--- config.mk ---
export PLATFORM = sky130hd
export DESIGN_NAME = dram_arbiter
export DESIGN_NICKNAME = d
export VERILOG_FILES = /design/src/rtl/dram_arbiter_pkg.sv /design/src/rtl/dram_arbiter_rr_arb2.sv /design/src/rtl/dram_arbiter.sv
export SDC_FILE = /design/constraint.sdc
export NUM_CORES = 1
export LEC_CHECK = 0
export BUFFER_PORTS_ARGS = -buffer_cell sky130_fd_sc_hd__buf_2
export CAP_MARGIN = 20
export CORE_AREA = 2 2 117 119
export CTS_BUF_LIST = sky130_fd_sc_hd__clkbuf_2
export CTS_CLUSTER_DIAMETER = 120
export DETAILED_ROUTE_END_ITERATION = 16
export DIE_AREA = 0 0 119 121
export PLACE_DENSITY = 0.82
export RECOVER_POWER = 50
export SYNTH_ARGS = -nofsm -noshare
export SYNTH_HDL_FRONTEND = slang
export SYNTH_HIERARCHICAL = 1
export SYNTH_SLANG_ARGS = --single-unit
--- constraint.sdc ---
create_clock -name clk -period 3.3 [get_ports clk]
set_input_delay 0.495 -clock clk [delete_from_list [all_inputs] [get_ports clk]]
set_output_delay 0.495 -clock clk [all_outputs]
set_load 0.02 [all_outputs]
--- src/rtl/dram_arbiter_pkg.sv ---
// Shared encodings for the DRAM arbiter: FSM states, requester (owner) codes and
// the width of the access-latency counter.
package dram_arbiter_pkg;

  typedef enum logic [1:0] {
    StIdle   = 2'd0,
    StAccess = 2'd1,
    StResp   = 2'd2
  } state_e;

  // Owner codes double as bit indices into the request/grant vectors.
  localparam logic OwnerCpu = 1'b0;
  localparam logic OwnerExt = 1'b1;

  localparam int unsigned CntW = 4;

endpackage

--- src/rtl/dram_arbiter_rr_arb2.sv ---
// Two-way round-robin selector: a lone requester wins; on contention the requester
// that did not win last time is granted. Grant is one-hot, indexed by owner code.
module rr_arb2
  import dram_arbiter_pkg::*;
(
  input  logic [1:0] req,
  input  logic       last_grant,
  output logic [1:0] grant
);

  always_comb begin
    grant = 2'b00;
    case (req)
      2'b01:   grant = 2'b01;
      2'b10:   grant = 2'b10;
      2'b11:   grant = (last_grant == OwnerExt) ? 2'b01 : 2'b10;
      default: grant = 2'b00;
    endcase
  end

endmodule

--- src/rtl/dram_arbiter.sv ---
// Shares one fixed-latency RAM port between the CPU MEM stage and an external
// requester. Each access runs IDLE -> ACCESS (LAT cycles) -> RESP.
module dram_arbiter
  import dram_arbiter_pkg::*;
#(
  parameter int unsigned LAT = 2
) (
  input  logic        clk,
  input  logic        rst,
  input  logic        cpu_req,
  input  logic        cpu_we,
  input  logic [31:0] cpu_addr,
  input  logic [31:0] cpu_wdata,
  output logic [31:0] cpu_rdata,
  output logic        cpu_stall,
  input  logic        ext_req,
  input  logic        ext_we,
  input  logic [31:0] ext_addr,
  input  logic [31:0] ext_wdata,
  output logic [31:0] ext_rdata,
  output logic        ext_ack,
  output logic        mem_en,
  output logic        mem_we,
  output logic [31:0] mem_addr,
  output logic [31:0] mem_wdata,
  input  logic [31:0] mem_rdata
);

  localparam logic [CntW-1:0] CntInit = CntW'(LAT - 1);

  state_e            state_q, state_d;
  logic              owner_q, owner_d;
  logic              last_grant_q, last_grant_d;
  logic [CntW-1:0]   cnt_q, cnt_d;
  logic              mem_en_q, mem_en_d;
  logic              mem_we_q, mem_we_d;
  logic [31:0]       mem_addr_q, mem_addr_d;
  logic [31:0]       mem_wdata_q, mem_wdata_d;
  logic [31:0]       cpu_rdata_q, cpu_rdata_d;
  logic [31:0]       ext_rdata_q, ext_rdata_d;
  logic [1:0]        grant;

  rr_arb2 u_rr_arb2 (
    .req        ({ext_req, cpu_req}),
    .last_grant (last_grant_q),
    .grant      (grant)
  );

  always_comb begin
    state_d      = state_q;
    owner_d      = owner_q;
    last_grant_d = last_grant_q;
    cnt_d        = cnt_q;
    mem_en_d     = mem_en_q;
    mem_we_d     = mem_we_q;
    mem_addr_d   = mem_addr_q;
    mem_wdata_d  = mem_wdata_q;
    cpu_rdata_d  = cpu_rdata_q;
    ext_rdata_d  = ext_rdata_q;

    case (state_q)
      StIdle: begin
        if (|grant) begin
          owner_d      = grant[OwnerExt] ? OwnerExt : OwnerCpu;
          last_grant_d = owner_d;
          mem_en_d     = 1'b1;
          mem_we_d     = grant[OwnerExt] ? ext_we    : cpu_we;
          mem_addr_d   = grant[OwnerExt] ? ext_addr  : cpu_addr;
          mem_wdata_d  = grant[OwnerExt] ? ext_wdata : cpu_wdata;
          cnt_d        = CntInit;
          state_d      = StAccess;
        end
      end
      StAccess: begin
        if (cnt_q == '0) begin
          // Capture even on writes or a flushed CPU access; the RAM port must still
          // see a complete access.
          if (owner_q == OwnerExt) begin
            ext_rdata_d = mem_rdata;
          end else begin
            cpu_rdata_d = mem_rdata;
          end
          mem_en_d = 1'b0;
          mem_we_d = 1'b0;
          state_d  = StResp;
        end else begin
          cnt_d = cnt_q - 1'b1;
        end
      end
      StResp: begin
        state_d = StIdle;
      end
      default: begin
        state_d = StIdle;
      end
    endcase
  end

  always_ff @(posedge clk) begin
    if (rst) begin
      state_q      <= StIdle;
      owner_q      <= OwnerCpu;
      last_grant_q <= OwnerExt;
      cnt_q        <= '0;
      mem_en_q     <= 1'b0;
      mem_we_q     <= 1'b0;
      mem_addr_q   <= '0;
      mem_wdata_q  <= '0;
      cpu_rdata_q  <= '0;
      ext_rdata_q  <= '0;
    end else begin
      state_q      <= state_d;
      owner_q      <= owner_d;
      last_grant_q <= last_grant_d;
      cnt_q        <= cnt_d;
      mem_en_q     <= mem_en_d;
      mem_we_q     <= mem_we_d;
      mem_addr_q   <= mem_addr_d;
      mem_wdata_q  <= mem_wdata_d;
      cpu_rdata_q  <= cpu_rdata_d;
      ext_rdata_q  <= ext_rdata_d;
    end
  end

  // Stall drops as soon as the CPU withdraws its request, so a flush never waits.
  assign cpu_stall = cpu_req & ~((state_q == StResp) && (owner_q == OwnerCpu));
  assign ext_ack   = (state_q == StResp) && (owner_q == OwnerExt);

  assign cpu_rdata = cpu_rdata_q;
  assign ext_rdata = ext_rdata_q;
  assign mem_en    = mem_en_q;
  assign mem_we    = mem_we_q;
  assign mem_addr  = mem_addr_q;
  assign mem_wdata = mem_wdata_q;

endmodule

Word level (Yosys, flattened, before mapping)

Cells that the tools add are included.
Widths: inputs -> output; s select.

Bitwise logic cells: 3
Equality and inequality tests: 8
$add $sub $neg: 1
Mux-type cells: 17
Reductions and logical operators: 12

Operator list:

| operator            | number |
|---|---|
| $mux 32             | 2 |
| $reduce_and 3->1    | 4 |
| $mux 4              | 2 |
| $pmux 4 s2          | 1 |
| $eq 2x2->1 const B  | 3 |
| $mux 2              | 3 |
| $ne 2x2->1 const B  | 3 |
| $pmux 2 s3          | 1 |
| $mux 1              | 5 |
| $eq 2x1->1 const B  | 2 |
| $logic_not 4->1     | 1 |
| $pmux 1 s2          | 2 |
| $pmux 2 s2          | 1 |
| $reduce_and 2->1    | 2 |
| $sub 4x1->4 const B | 1 |
| $logic_and 1x1->1   | 2 |
| $logic_not 2->1     | 1 |
| $not 1->1           | 2 |
| $reduce_bool 2->1   | 1 |
| $reduce_or 2->1     | 1 |
| $and 1x1->1         | 1 |

Register bits after elaboration: 138
Input port bits: 166
Output and inout bits: 132
Logic and storage cells: 51

Longest topological paths before layout

Gate-level depths: netlist of the first run.

Word-level depth: 5
Depth in mapped cells: 7

Cells and area by module

The synthesis of the first run kept the hierarchy.

Modules (own cells, without submodules):

| module       | cells each | area each (µm²) | instances |
|---|---|---|---|
| dram_arbiter | 590        | 5808.1          | 1 |
| rr_arb2      | 3          | 18.8            | 1 |

Worst setup path before layout of the first run

No wires, ideal clock.

Kind: input-to-reg
Start: input ext_req
End: register mem_addr_q[15], in the netlist mem_addr[15]
Cell stages on the path: 7
Arrival: 1.592 ns
Data required time: 3.162 ns
Slack: 1.570 ns
Path buffers: 3
Cell sequence: a21boi_0 -> buf_2 -> or2_2 -> buf_2 -> buf_1 -> a21oi_1 -> a211oi_1

Longest elaborated chain between the ends: 4
Elaborated cells between the ends (all ways): 7

RTL lines:

| item                                     | RTL line                   | RTL |
|---|---|---|
| start, declared                          | dram_arbiter.sv:16         | `input logic ext_req,` |
| $eq 2x2->1 or $eq 2x1->1 (tied branches) | dram_arbiter_rr_arb2.sv:13 | `case (req)` |
| $pmux 2 s3 (*)                           | dram_arbiter_rr_arb2.sv:13 |  |
| $reduce_or 2->1                          | dram_arbiter.sv:63         | `if (\|grant) begin` |
| $reduce_and 2->1 (no source line)        | -                          |  |
| end signal, assigned                     | dram_arbiter.sv:118        | `mem_addr_q <= mem_addr_d;` |
| end, declared                            | dram_arbiter.sv:37         | `logic [31:0] mem_addr_q, mem_addr_d;` |

Every way passes the cells marked *; elsewhere a longest branch is shown, timed or not.
A chain may end at the register's enable or synchronous reset.

Worst setup path after layout of the first run

Start: register state_q[1]
End: register mem_wdata_q[19], in the netlist mem_wdata[19]

Longest elaborated chain between the ends: 2

RTL lines:

| item                              | RTL line            | RTL |
|---|---|---|
| start, declared                   | dram_arbiter.sv:31  | `state_e state_q, state_d;` |
| start signal, assigned            | dram_arbiter.sv:101 | `state_q <= StIdle;` |
| start signal, assigned            | dram_arbiter.sv:112 | `state_q <= state_d;` |
| $logic_not 2->1                   | dram_arbiter.sv:61  | `case (state_q)` |
| $reduce_and 2->1 (no source line) | -                   |  |
| end signal, assigned              | dram_arbiter.sv:119 | `mem_wdata_q <= mem_wdata_d;` |
| end, declared                     | dram_arbiter.sv:38  | `logic [31:0] mem_wdata_q, mem_wdata_d;` |

No other way between the ends.

==> metrics.cfg, run 1 <==
[place]
globalplace.congestion = 0.758
preCtsSetupSlack_ps = 1150
placement.io_buffers = 297
dpl.hpwl_mm = 11.1

[timing]
worst_slew_pin_slew_ps = 1220
totalNegativeSetupSlack_ps = 0
finalSetupViolCount = 0
hold_viol_final = 0
finalCriticalPeriod_ps = 2540
fin_crit_sh_pct = 77.1
rsz_0062_raised_after_global_routing = false
holdWs_ps = 103
clock-skew-final_ps = 32.1
headroom_to_the_max_slew_limit_pct = 18.7
timing.final.max_slew_violations = 0
worst_slack_ps = 756
max_freq_mhz = 393

[synth]
synth_nets = 761
netlist.top_cell.by_area = dfxtp_1
synthesis.area_sq_um = 5830
netlist_instances = 593
synth.yosys.warnings = 6
synth_sequential_area_ratio_pct = 47.4
yosys_register_bits = 138
synthTopCellsByArea = dfxtp_1 47%, mux2i_1 22%, a211oi_1 8.5%
netlist-cell-type-count = 35
area_share_of_the_leading_cell_type_in_the_synthesized_netlist_pct = 47.4
synthesis.area_per_instance_sq_um = 9.83

[worst_setup_path]
r2r_cells = 4
worst_ep_required_time_ps = 3890
cp-start-kind = flip-flop
timing.critical_path.fanout_max = 59
r2r_start = state_q[1]
setup.worst_path.end_class = flip-flop
worstReg2RegEnd = mem_wdata[19]
r2r_setup_slack_ps = 760
critical_path_arrival_ps = 3140
criticalPathCategory = reg -> reg

[clocking]
clk_pin_slew_worst_paths_ps = 210
clkLatencyLatePin_ps = 690
tritoncts_num_sinks = 138
cts_root_buf = clkbuf_2
cts.htree.levels = 4
clock_path_buffers = 2
ctsResizeCount = 0
clock_tree_from_tritoncts = built
number_of_buffers_inserted_during_clock_tree_synthesis = 17

[finish]
area_growth_syn_to_layout_pct = 33.8
area.sequential_sq_um = 2760
drive_gt1_share_pct = 27.5
antenna_cells = 0
final_net_count = 1062
fillers = 1179
area_of_the_multi_input_gates_sq_um = 2770

[floorplan]
row_count = 42
boundary_pins = 298
fp.dieArea_sq_um = 14400
core_sq_um = 13100
initial_utilization_pct = 44.5
die_width_um = 119
die_height_um = 121

[run_status]
run_status = finished, final reports clean

[grt]
grt-ovfl-total = 0
pin_count_of_the_biggest_net_entering_global_routing = 73
vias_in_the_first_global_route = 5082
groute.usage.overall_pct = 21.4
antenna_found_initial = 0
grt_first_pass_wirelength_mm = 24.7

[route]
drt-vias-per-instance = 5.08
drt_pass1_iterations = 4
detail_route.wirelength_mm = 16.3
drt-wirelength-per-cell_um = 15.0
antenna_left = 0
route.vias.total = 5503
drt_iter0_markers = 323
detail_route.drc_violations = 0

[power_and_ir_drop]
vdd_ir_drop_max_mv = 0.262
power.static_leakage_nw = 3.49
final_total_pwr_mw = 4.13
cell_area_power_density_nw_per_um2 = 530

[min_path]
worst_hold_class = in -> reg
worstHoldPathCells = 3
hold_path.startpoint = mem_rdata[21]
worst_hold_path.endpoint = cpu_rdata[21]

[flow_run]
max-cap-violations = 0

-- layer usage --
metal / part of all wire, % / GRT usage [%]
met5: 0 / 0
met1: 41 / 25.1
met2: 52 / 38.5
met4: 0.97 / 5.73
met3: 6.3 / 5.92
-- report_power, final --
part | internal [mW] | switching [mW]
registers | 1.85 | 0.102
logic | 0.424 | 0.718
clock network | 0.365 | 0.666
-- registers in the layout, summed over array words and instances (netlist names) --
signal        flops
cnt_q             4
cpu_rdata        32
ext_rdata        32
last_grant_q      1
mem_addr         32
mem_en            1
mem_wdata        32
mem_we            1
owner_q           1
state_q           2
-- synthesized netlist by cell type --
| cell type | n |
|---|---|
| o21ai_0 | 3 |
| nor3_2 | 1 |
| or3b_1 | 1 |
| inv_1 | 5 |
| mux2_2 | 1 |
| nand2_1 | 97 |
| nor2_1 | 5 |
| dfxtp_1 | 138 |
| or3b_2 | 1 |
| o31a_2 | 1 |
| a21oi_1 | 67 |
| buf_2 | 17 |
| a21boi_0 | 1 |
| o221ai_1 | 2 |
| buf_1 | 3 |
| a21boi_1 | 1 |
| mux2i_1 | 128 |
| ha_1 | 2 |
| or4_1 | 2 |
| nand4bb_4 | 1 |
| nor3_1 | 1 |
| nand3_1 | 1 |
| inv_2 | 1 |
| nand2b_1 | 1 |
| a211oi_1 | 66 |
| or3_1 | 2 |
| o21a_1 | 1 |
| o31a_1 | 2 |
| nor3b_1 | 2 |
| buf_12 | 3 |
| or2_2 | 2 |
| clkbuf_1 | 31 |
| a22oi_1 | 1 |
| a221o_1 | 1 |
| buf_6 | 1 |
-- through the flow --
step                area [sq um]  cells  util [%]
finish                      7790   1083      59.6
global route                7790   1083      59.6
CTS                         7880   1077      60.2
detailed placement          7370   1019      56.3
global placement            7370   1019      56.3
floorplan                   5830    593         -
-- critical path, cell delays in order (launching register included) --
cell      delay [ps]
dfxtp_1          400
nor2_1           590
clkbuf_2        1030
a21oi_1          130
a211oi_1         290
-- layout by cell type, fill, tap and decap left out, types with 3 or more instances in the layout --
| cell type | count |
|---|---|
| inv_1 | 5 |
| clkbuf_1 | 99 |
| buf_2 | 198 |
| nand2_1 | 97 |
| mux2i_1 | 128 |
| clkbuf_2 | 19 |
| dlygate4sd3_1 | 31 |
| buf_12 | 3 |
| nor2_1 | 4 |
| a21oi_1 | 67 |
| dfxtp_1 | 138 |
| o21ai_0 | 3 |
| clkinv_2 | 3 |
| inv_6 | 4 |
| buf_4 | 4 |
| a211oi_1 | 66 |
-- worst max path at each step --
stage / startpoint / endpoint / slack [ps] / depth (start not counted)
3_3_place_gp: cnt_q[0] / ext_rdata[18] / 1220 / 5
3_5_place_dp: cnt_q[0] / ext_rdata[16] / 1150 / 5
4_1_cts: state_q[1] / cpu_stall / 970 / 3
6_report: state_q[1] / mem_wdata[19] / 760 / 4
5_1_grt: state_q[0] / mem_addr[30] / 540 / 4
2_1_floorplan: ext_req / mem_addr[15] / 1570 / 7
-- area by class of cell --
type	count	share of cell area, %
Tap cell	176	2.83
Multi-Input combinational cell	394	35.5
Timing Repair Buffer	337	22.7
Clock inverter	15	2.12
Sequential cell	138	35.4
Clock buffer	17	1.09
Inverter	6	0.289
-- timing repair --
item                      in CTS  in global routing
hold endpoints to repair      43                  7
hold buffers                  26                  5
setup buffers                  0                  0
-- kinds of logic after synthesis --
logic type | after synthesis | share of synthesized area, %
buf+inv | 61 | 5.26
fa+ha+maj | 2 | 0.429
simple gates | 117 | 8.74
compound gates | 146 | 16.0
flops | 138 | 47.4
mux | 129 | 22.2
Power figures use the tool's default switching activity.
==> run 2, diff against run 1 <==
--- a/config.mk
+++ b/config.mk
@@ -7,11 +7,10 @@
 export LEC_CHECK = 0
 export BUFFER_PORTS_ARGS = -buffer_cell sky130_fd_sc_hd__buf_2
 export CAP_MARGIN = 20
-export CORE_AREA = 2 2 117 119
+export CORE_UTILIZATION = 43
 export CTS_BUF_LIST = sky130_fd_sc_hd__clkbuf_2
 export CTS_CLUSTER_DIAMETER = 120
 export DETAILED_ROUTE_END_ITERATION = 16
-export DIE_AREA = 0 0 119 121
 export PLACE_DENSITY = 0.82
 export RECOVER_POWER = 50
 export SYNTH_ARGS = -nofsm -noshare
==> constraint.sdc (replaced) <==
create_clock -name clk -period 2.3 [get_ports clk]
set_input_delay 0.345 -clock clk [delete_from_list [all_inputs] [get_ports clk]]
set_output_delay 0.345 -clock clk [all_outputs]
set_load 0.02 [all_outputs]
==> metrics.cfg, run 2 (synthesized netlist as in run 1, its figures left out) <==
[route]
detail_route.drc_violations = 0  ; unchanged
drt_pass1_iterations = 5  ; +1
drt_iter0_markers = 404  ; +25%
route.vias.total = 6535  ; +19%
detail_route.wirelength_mm = 21.3  ; +31%
antenna_left = 0  ; unchanged
drt-wirelength-per-cell_um = 17.5  ; +16%
drt-vias-per-instance = 5.37  ; +5.6%

[power_and_ir_drop]
net-switching-power_mw = 2.21  ; +49%
cell_area_power_density_nw_per_um2 = 690  ; +30%
clkPwrFrac_pct = 23.6  ; -1.4 points
power.static_leakage_nw = 4.06  ; +16%
vdd_ir_drop_max_mv = 0.459  ; +75%
pwr-share-comb_pct = 31.8  ; +4.1 points
final_total_pwr_mw = 6.32  ; +53%
share_seq_of_total_power_pct = 44.5  ; -2.8 points
swShare_pct = 34.9  ; -1.1 points
p_int_mw = 4.11  ; +56%

[place]
globalplace.congestion = 0.816  ; +7.6%
place_area_sq_um = 7430  ; +0.88%
preCtsSetupSlack_ps = 397  ; -754 ps
placement.io_buffers = 297  ; unchanged
dpl.hpwl_mm = 10.7  ; -3.7%

[clocking]
number_of_buffers_inserted_during_clock_tree_synthesis = 17  ; unchanged
clk_pin_slew_worst_paths_ps = 200  ; about the same
clock_tree_from_tritoncts = built
tritoncts_num_sinks = 138  ; unchanged
cts_setup_buffers = 0  ; unchanged
clock_path_buffers = 2  ; unchanged
cts.htree.levels = 4  ; unchanged
clkLatencyLatePin_ps = 710  ; +20 ps
cts_root_buf = clkbuf_2

[finish]
drive_gt1_share_pct = 24.3  ; -3.1 points
area_growth_syn_to_layout_pct = 57.4
postLayoutCoreUtil_pct = 69.3  ; +9.7 points
finish.instance_area_sq_um = 9170  ; +18%
final_net_count = 1195  ; +13%
layout.cells.most_common_list = 200 x buf_2, 162 x dlygate4sd3_1, 138 x dfxtp_1
layout.cells.most_common = buf_2

[timing]
timing.final.max_slew_violations = 0  ; unchanged
clock-skew-final_ps = 39.6  ; +7.49 ps
worst_slack_ps = 97.5  ; -659 ps
fin_crit_sh_pct = 95.8  ; +19 points
finalCriticalPeriod_ps = 2200  ; -341 ps
headroom_to_the_max_slew_limit_pct = 46.2  ; +28 points
hold_viol_final = 0  ; unchanged
finalSetupViolCount = 0  ; unchanged
totalNegativeSetupSlack_ps = 0  ; unchanged
worst_slew_pin_slew_ps = 807  ; -413 ps
rsz_0062_raised_after_global_routing = false
max_freq_mhz = 454  ; +15%

[floorplan]
boundary_pins = 298  ; unchanged
initial_utilization_pct = 44.0  ; -0.53 points
die_width_um = 118  ; -0.50%
row_count = 42  ; unchanged
die_height_um = 118  ; -2.1%
core_sq_um = 13200  ; +1.2%
fp.dieArea_sq_um = 14000  ; -2.6%

[grt]
grt_first_pass_wirelength_mm = 32.1  ; +30%
antenna_found_initial = 2  ; +2
vias_in_the_first_global_route = 6585  ; +30%
grt-ovfl-total = 0  ; unchanged
pin_count_of_the_biggest_net_entering_global_routing = 79  ; +8.2%
groute.usage.overall_pct = 29.1  ; +7.7 points

[worst_setup_path]
critical-path-max-stage-delay_ps = 600  ; -430 ps
slowest_stage = dlygate4sd3_1
cp-start-kind = flip-flop
setup.worst_path.end_class = flip-flop
critical_path_arrival_ps = 2780  ; -360 ps
critical_path.cell_chain = a21boi_4 > buf_6 > mux2i_1 > dlygate4sd3_1 > a211oi_1
timing.critical_path.fanout_max = 29  ; -51%
worst_ep_required_time_ps = 2880  ; -1010 ps
criticalPathCategory = reg -> reg

[run_status]
run_status = finished, final reports clean

[flow_run]
max-cap-violations = 0  ; unchanged

[min_path]
worst_hold_class = in -> reg

[run 2: stage by stage]
step,instances,hold slack (ps)
after floorplan,593,465
after global placement,1021,440
after detailed placement,1021,446
after CTS,1213,6.25
after global routing,1218,9.52
final,1218,97.7
[run 2: layer usage]
layer,global-route usage [%],vias up,share of wire [%]
met2,51.5,404,49
li1,-,3004,-
met3,8.01,100,6.9
met4,20.4,0,6.1
met5,0,-,0
met1,29.7,3027,38
[run 2: path summary, 6_finish.rpt]
path	startpoint	to	slack (ps)	depth (start not counted)
worst max-delay path	last_grant_q	mem_addr[1]	100	5
worst min-delay path	rst	cpu_rdata[3]	100	4
worst max register to register	last_grant_q	mem_addr[1]	100	5
worst min register to register	cpu_rdata[21]	cpu_rdata[21]	470	2
[run 2: cell type report]
cell class / instances / area, sq um
Fill cell: 948 / 4070
Timing Repair Buffer: 470 / 3140
Multi-Input combinational cell: 394 / 2770
Sequential cell: 138 / 2760
Tap cell: 176 / 220
Clock inverter: 12 / 150
Clock buffer: 20 / 100
Inverter: 6 / 22.5
Antenna cell: 2 / 5.00
[run 2: critical path, delay by kind of cell (launching register included)]
family                 cells  cell delay [ps]
muxes                      1              300
buffers and inverters      2             1010
DFF                        1              390
AOI/OAI and AO/OA          2              400
[run 2: power groups by stage]
stage,clock network [mW],logic [mW],registers (mW)
after detailed placement,0,1.69,2.84
after global routing,1.65,2.12,2.84
after global placement,0,1.67,2.83
final,1.49,2.01,2.82
after floorplan,0,0.786,3.14
after CTS,1.52,1.95,2.79
[run 2: what timing repair did]
action	4_1_cts	5_1_grt
hold buffers	160	2
setup endpoints to repair	0	4
hold endpoints to repair	128	1
resized for setup	0	1
